--- src/rtl/greater_than_pkg.sv ---
// Shared constants and result type for the greater_than comparator.
// The signed compare is enabled by defining GREATER_THAN_SIGNED_EN.
package greater_than_pkg;

    localparam int GT_WIDTH_DEFAULT = 2;

    typedef struct packed {
        logic gt;
        logic eq;
        logic lt;
    } cmp_res_t;

    localparam cmp_res_t CMP_RES_NONE = '{gt: 1'b0, eq: 1'b0, lt: 1'b0};

    // Less-than is whatever is left once greater and equal are ruled out.
    function automatic cmp_res_t make_res(input logic gt, input logic eq);
        return '{gt: gt, eq: eq, lt: ~(gt | eq)};
    endfunction

endpackage

--- src/rtl/gt_bit_cell.sv ---
// One stage of the MSB-to-LSB magnitude-compare cascade.
module gt_bit_cell (
    input  logic a_i,
    input  logic b_i,
    input  logic gt_i,
    input  logic eq_i,
    output logic gt_o,
    output logic eq_o
);

    // A bit only decides the result while every more-significant bit tied.
    assign gt_o = gt_i | (eq_i & a_i & ~b_i);
    assign eq_o = eq_i & ~(a_i ^ b_i);

endmodule

--- src/rtl/greater_than.sv ---
// Registered A-vs-B comparator (F/EQ/LT) with a one-cycle valid pipeline.
// Define GREATER_THAN_SIGNED_EN for a two's-complement compare; default is unsigned.
module greater_than
    import greater_than_pkg::*;
#(
    parameter int WIDTH = GT_WIDTH_DEFAULT
) (
    input  logic             clk,
    input  logic             rst,
    input  logic [WIDTH-1:0] A,
    input  logic [WIDTH-1:0] B,
    input  logic             in_valid,
    output logic             F,
    output logic             EQ,
    output logic             LT,
    output logic             out_valid
);

    logic [WIDTH-1:0] a_cmp;
    logic [WIDTH-1:0] b_cmp;
    logic [WIDTH:0]   gt_c;
    logic [WIDTH:0]   eq_c;
    cmp_res_t         res_d;
    cmp_res_t         res_q;
    logic             vld_d;
    logic             vld_q;

`ifdef GREATER_THAN_SIGNED_EN
    // Inverting the sign bits maps two's-complement order onto unsigned order.
    always_comb begin
        a_cmp            = A;
        b_cmp            = B;
        a_cmp[WIDTH-1]   = ~A[WIDTH-1];
        b_cmp[WIDTH-1]   = ~B[WIDTH-1];
    end
`else
    assign a_cmp = A;
    assign b_cmp = B;
`endif

    assign gt_c[WIDTH] = 1'b0;
    assign eq_c[WIDTH] = 1'b1;

    for (genvar i = WIDTH - 1; i >= 0; i--) begin : g_cell
        gt_bit_cell u_cell (
            .a_i  (a_cmp[i]),
            .b_i  (b_cmp[i]),
            .gt_i (gt_c[i+1]),
            .eq_i (eq_c[i+1]),
            .gt_o (gt_c[i]),
            .eq_o (eq_c[i])
        );
    end

    assign res_d = make_res(gt_c[0], eq_c[0]);
    assign vld_d = in_valid;

    always_ff @(posedge clk or posedge rst) begin
        if (rst) begin
            res_q <= CMP_RES_NONE;
            vld_q <= 1'b0;
        end else begin
            vld_q <= vld_d;
            if (in_valid) begin
                res_q <= res_d;
            end
        end
    end

    assign F         = res_q.gt;
    assign EQ        = res_q.eq;
    assign LT        = res_q.lt;
    assign out_valid = vld_q;

endmodule

--- config.mk ---
export PLATFORM = sky130hd
export DESIGN_NAME = greater_than
export DESIGN_NICKNAME = d
export VERILOG_FILES = /design/src/rtl/greater_than_pkg.sv /design/src/rtl/gt_bit_cell.sv /design/src/rtl/greater_than.sv
export SDC_FILE = /design/constraint.sdc
export NUM_CORES = 1
export LEC_CHECK = 0
export CORE_AREA = 2 2 39 41
export DETAILED_ROUTE_END_ITERATION = 12
export DIE_AREA = 0 0 41 43
export GPL_TIMING_DRIVEN = 0
export PLACE_DENSITY = 0.4
export SYNTH_ARGS = -nofsm -noshare
export SYNTH_HDL_FRONTEND = slang
export SYNTH_SLANG_ARGS = --single-unit
--- constraint.sdc ---
create_clock -name clk -period 1.05 [get_ports clk]
set_input_delay 0.21 -clock clk [delete_from_list [all_inputs] [get_ports clk]]
set_output_delay 0.21 -clock clk [all_outputs]
set_load 0.02 [all_outputs]
==> metrics.md <==
| Metric | Value |
|---|---|
| Count of mapped cells out of synthesis | `18` |
| Antenna fix cells | `0` |
| Clk pin slew, worst setup/hold paths | `0.04 ns` |
| Stage delay of the slowest cell on the critical path | `0.58 ns` |
| Overall via count from detail_route | `179` |
| TritonCTS Buffers | `3` |
| Crit Path Max Fanout | `6` |
| Required time worst endpoint | `1.17 ns` |
| Final-report setup violation count | `0` |
| Critical path cell sequence | `clkdlybuf4s50_1 -> mux2_4` |
| Uppermost signal routing layer after detailed routing | `met4` |
| Initial antenna violation count | `0` |
| Ys flop type | `dfrtp_1` |
| Hold violation total from the final report | `0` |
| Met2 wire length | `134 um` |
| Async set-reset flop share out of synthesis | `100.0%` |
| Starting density of the core | `14.29%` |
| Clk_lat worst skew | `0.23 ns` |
| Number of cell instances on the worst register-to-register path | `1` |
| Leading post-synthesis cells by cell area | `dfrtp_1 (51%), inv_1 (7.6%), mux2_4 (7.6%)` |
| Worst reg2reg startpoint | `LT` |
| Fraction of layout instances using a drive strength above 1 | `38.71%` |
| Number of unique standard cell types used by synthesis | `12` |
| Sum Neg Setup Slack | `0 ns` |
| Ranking of synthesized cells by instance count | `dfrtp_1 (4), inv_1 (4)` |
| Pre-Repair DR Iteration Count | `1` |
| Start-to-end type of the worst setup path | `in2reg` |
| Max-slew headroom at the worst pin | `85.39%` |
| Half-perimeter wire length after detailed placement | `304.7 um` |
| Row Count | `14` |
| Cell taking the most area after synthesis | `dfrtp_1` |
| Number of global-route vias before repair | `174` |
| Element type at the critical path start | `input pin` |
| Crit path setup slack, layout | `0.05521 ns` |
| Final #Nets | `41` |
| Final max-slew violation count | `0` |
| Setup repair after global routing missed its margin | `false` |
| Slew at the pin closest to its max-slew limit | `0.2184 ns` |
| Final critical delay including setup and external delays | `0.9948 ns` |
| Filler Cell Count | `144` |
| Number of buffers added to fix hold violations after cts | `0` |
| Final period utilization | `94.74%` |
| Violation count after the first detailed-route iteration | `0` |
| Final weighted congestion in routability-driven placement | `0.6550` |
| Global-route wire length before repair | `683 um` |
| Register-to-Register Setup Slack | `0.30 ns` |
| Largest net degree at the start of global routing | `7` |
| Number of violations of the max-capacitance limit | `0` |
| Drt via density | `3.809` |
| Count of input and output buffers | `10` |
| Standard cell core area | `0.001384 sq mm` |
| Buffer depth of the longest clock path | `2` |
| Power consumption | `478.8 uW` |
| Element type at the critical path end | `flop` |
| Maximum clock skew at final layout | `0 ns` |
| Number of enable flip-flop cells after synthesis | `0` |
| Net Count, Synth | `26` |
| Cell leakage power | `0.1672 nW` |
| Data arrival time of the critical path | `1.11 ns` |
| Met1 WL | `165 um` |
| Footprint of the multi-input gates | `95.09 sq um` |
| CP Buf/Inv Count | `1` |
| Chip height | `43 um` |
| Cell area after synthesis | `197.7 sq um` |
| Run status | `finished clean` |
| Setup WS pre-CTS | `-0.4073 ns` |
| Top cell family by delay on the critical path | `buffers and inverters` |
| Path category of the worst min-delay check | `in2async` |
| Signed area change from the synthesized netlist to the final layout | `68.35%` |
| Total power divided by cell area | `1439 mW/mm^2` |
| Max Clock Freq | `1005 MHz` |
| DRC violation count after routing | `0` |
| Post-synthesis sequential area ratio | `50.63%` |
| Routed len/inst | `8.298 um` |
| Total detailed-routing wirelength | `390 um` |
| Clock tree from TritonCTS | `done` |
| Worst voltage drop across the vdd grid | `0.2375 mV` |
| WL met3 | `71 um` |
| Root Driver | `clkbuf_4` |
| Endpoint of the worst register-to-register path | `LT` |
| Top-level I/O count | `11` |
| Die area | `0.001763 sq mm` |
| Sequential Area | `100.1 sq um` |
| Critical path's slowest cell | `clkdlybuf4s50_1` |
| Number of levels in the clock H-tree | `1` |
| Total routing usage reported by global routing | `6.426%` |
| Detail Route Antenna Nets | `0` |
| Number of cells in the design after placement | `44` |
| Yosys synthesis warning count | `0` |
| Synth top area share | `50.63%` |
| Mapped Avg Cell Area | `10.98 sq um` |
| Total global routing overflow | `0` |
| Post-layout instance count excluding filler cells | `47` |
| Horiz. Die Dim | `41 um` |
| CTS sink count | `4` |
| Flop and latch count out of synthesis | `4` |
power breakdown:
group	switching, mW	internal (mW)	total [mW]
clock	0.0602	0.128	0.188
sequential	0.00718	0.172	0.179
combinational	0.0565	0.0557	0.112
total	0.124	0.355	0.479
metal layers:
layer / global-route usage [%] / vias up
li1: - / 86
met1: 7.395 / 78
met2: 6.875 / 13
met3: 2.094 / 2
met4: 10.00 / 0
met5: 0 / -
placed cells by master, fill, tap and decap left out:
master	count
dfrtp_1	4
a31oi_1	1
inv_1	3
nand2b_1	1
a21oi_2	1
dlymetal6s2s_1	1
inv_2	1
buf_2	4
clkbuf_4	3
nor2_1	1
ha_4	1
nand4_1	1
o21ai_0	1
a21oi_1	1
clkdlybuf4s50_1	3
nand2b_4	1
mux2_4	1
dlygate4sd2_1	2
worst max path at each step:
stage	startpoint	to	slack, ns	cells after the start
2_1_floorplan	B[1]	LT	0.1	4
3_3_place_gp	B[1]	LT	-0.39	5
3_5_place_dp	B[1]	LT	-0.41	5
4_1_cts	out_valid	out_valid	0.002	1
5_1_grt	in_valid	LT	0.03	2
6_report	in_valid	LT	0.06	2
per-stage QoR:
step	hold WS [ns]	cell area, sq um	util (%)
after floorplan	-0.02392	197.7	-
after global placement	0.4013	317.8	22.97
after detailed placement	0.4073	317.8	22.97
after CTS	0.1505	336.6	24.32
after global routing	0.1716	332.8	24.05
final	0.1564	332.8	24.05
sequential cells by signal, summed over array words and instances, names as in the netlist:
| register | flops |
|---|---|
| EQ | 1 |
| out_valid | 1 |
| LT | 1 |
| F | 1 |
area by class of cell:
type	count	share of cell area (%)
well taps	16	6.015
repair buffers	10	24.06
inverters	4	4.511
clock buffers	3	6.767
multi-input cells	10	28.57
flip-flops and latches	4	30.08
logic make-up after synthesis:
kind of cell	share of synthesized area, %
AOI/OAI and AO/OA	12.66
adders and majority gates	6.328
buffers and inverters	7.593
DFF	50.63
muxes	7.593
and+or+nand+nor	15.19
timing repair:
| action | in CTS | in global routing |
|---|---|---|
| setup endpoints to repair | 7 | 2 |
| pin swaps | 1 | 0 |
| resized for setup | 19 | 2 |
| setup buffers | 0 | 0 |
Note: power is estimated with default switching activity, not from simulation.
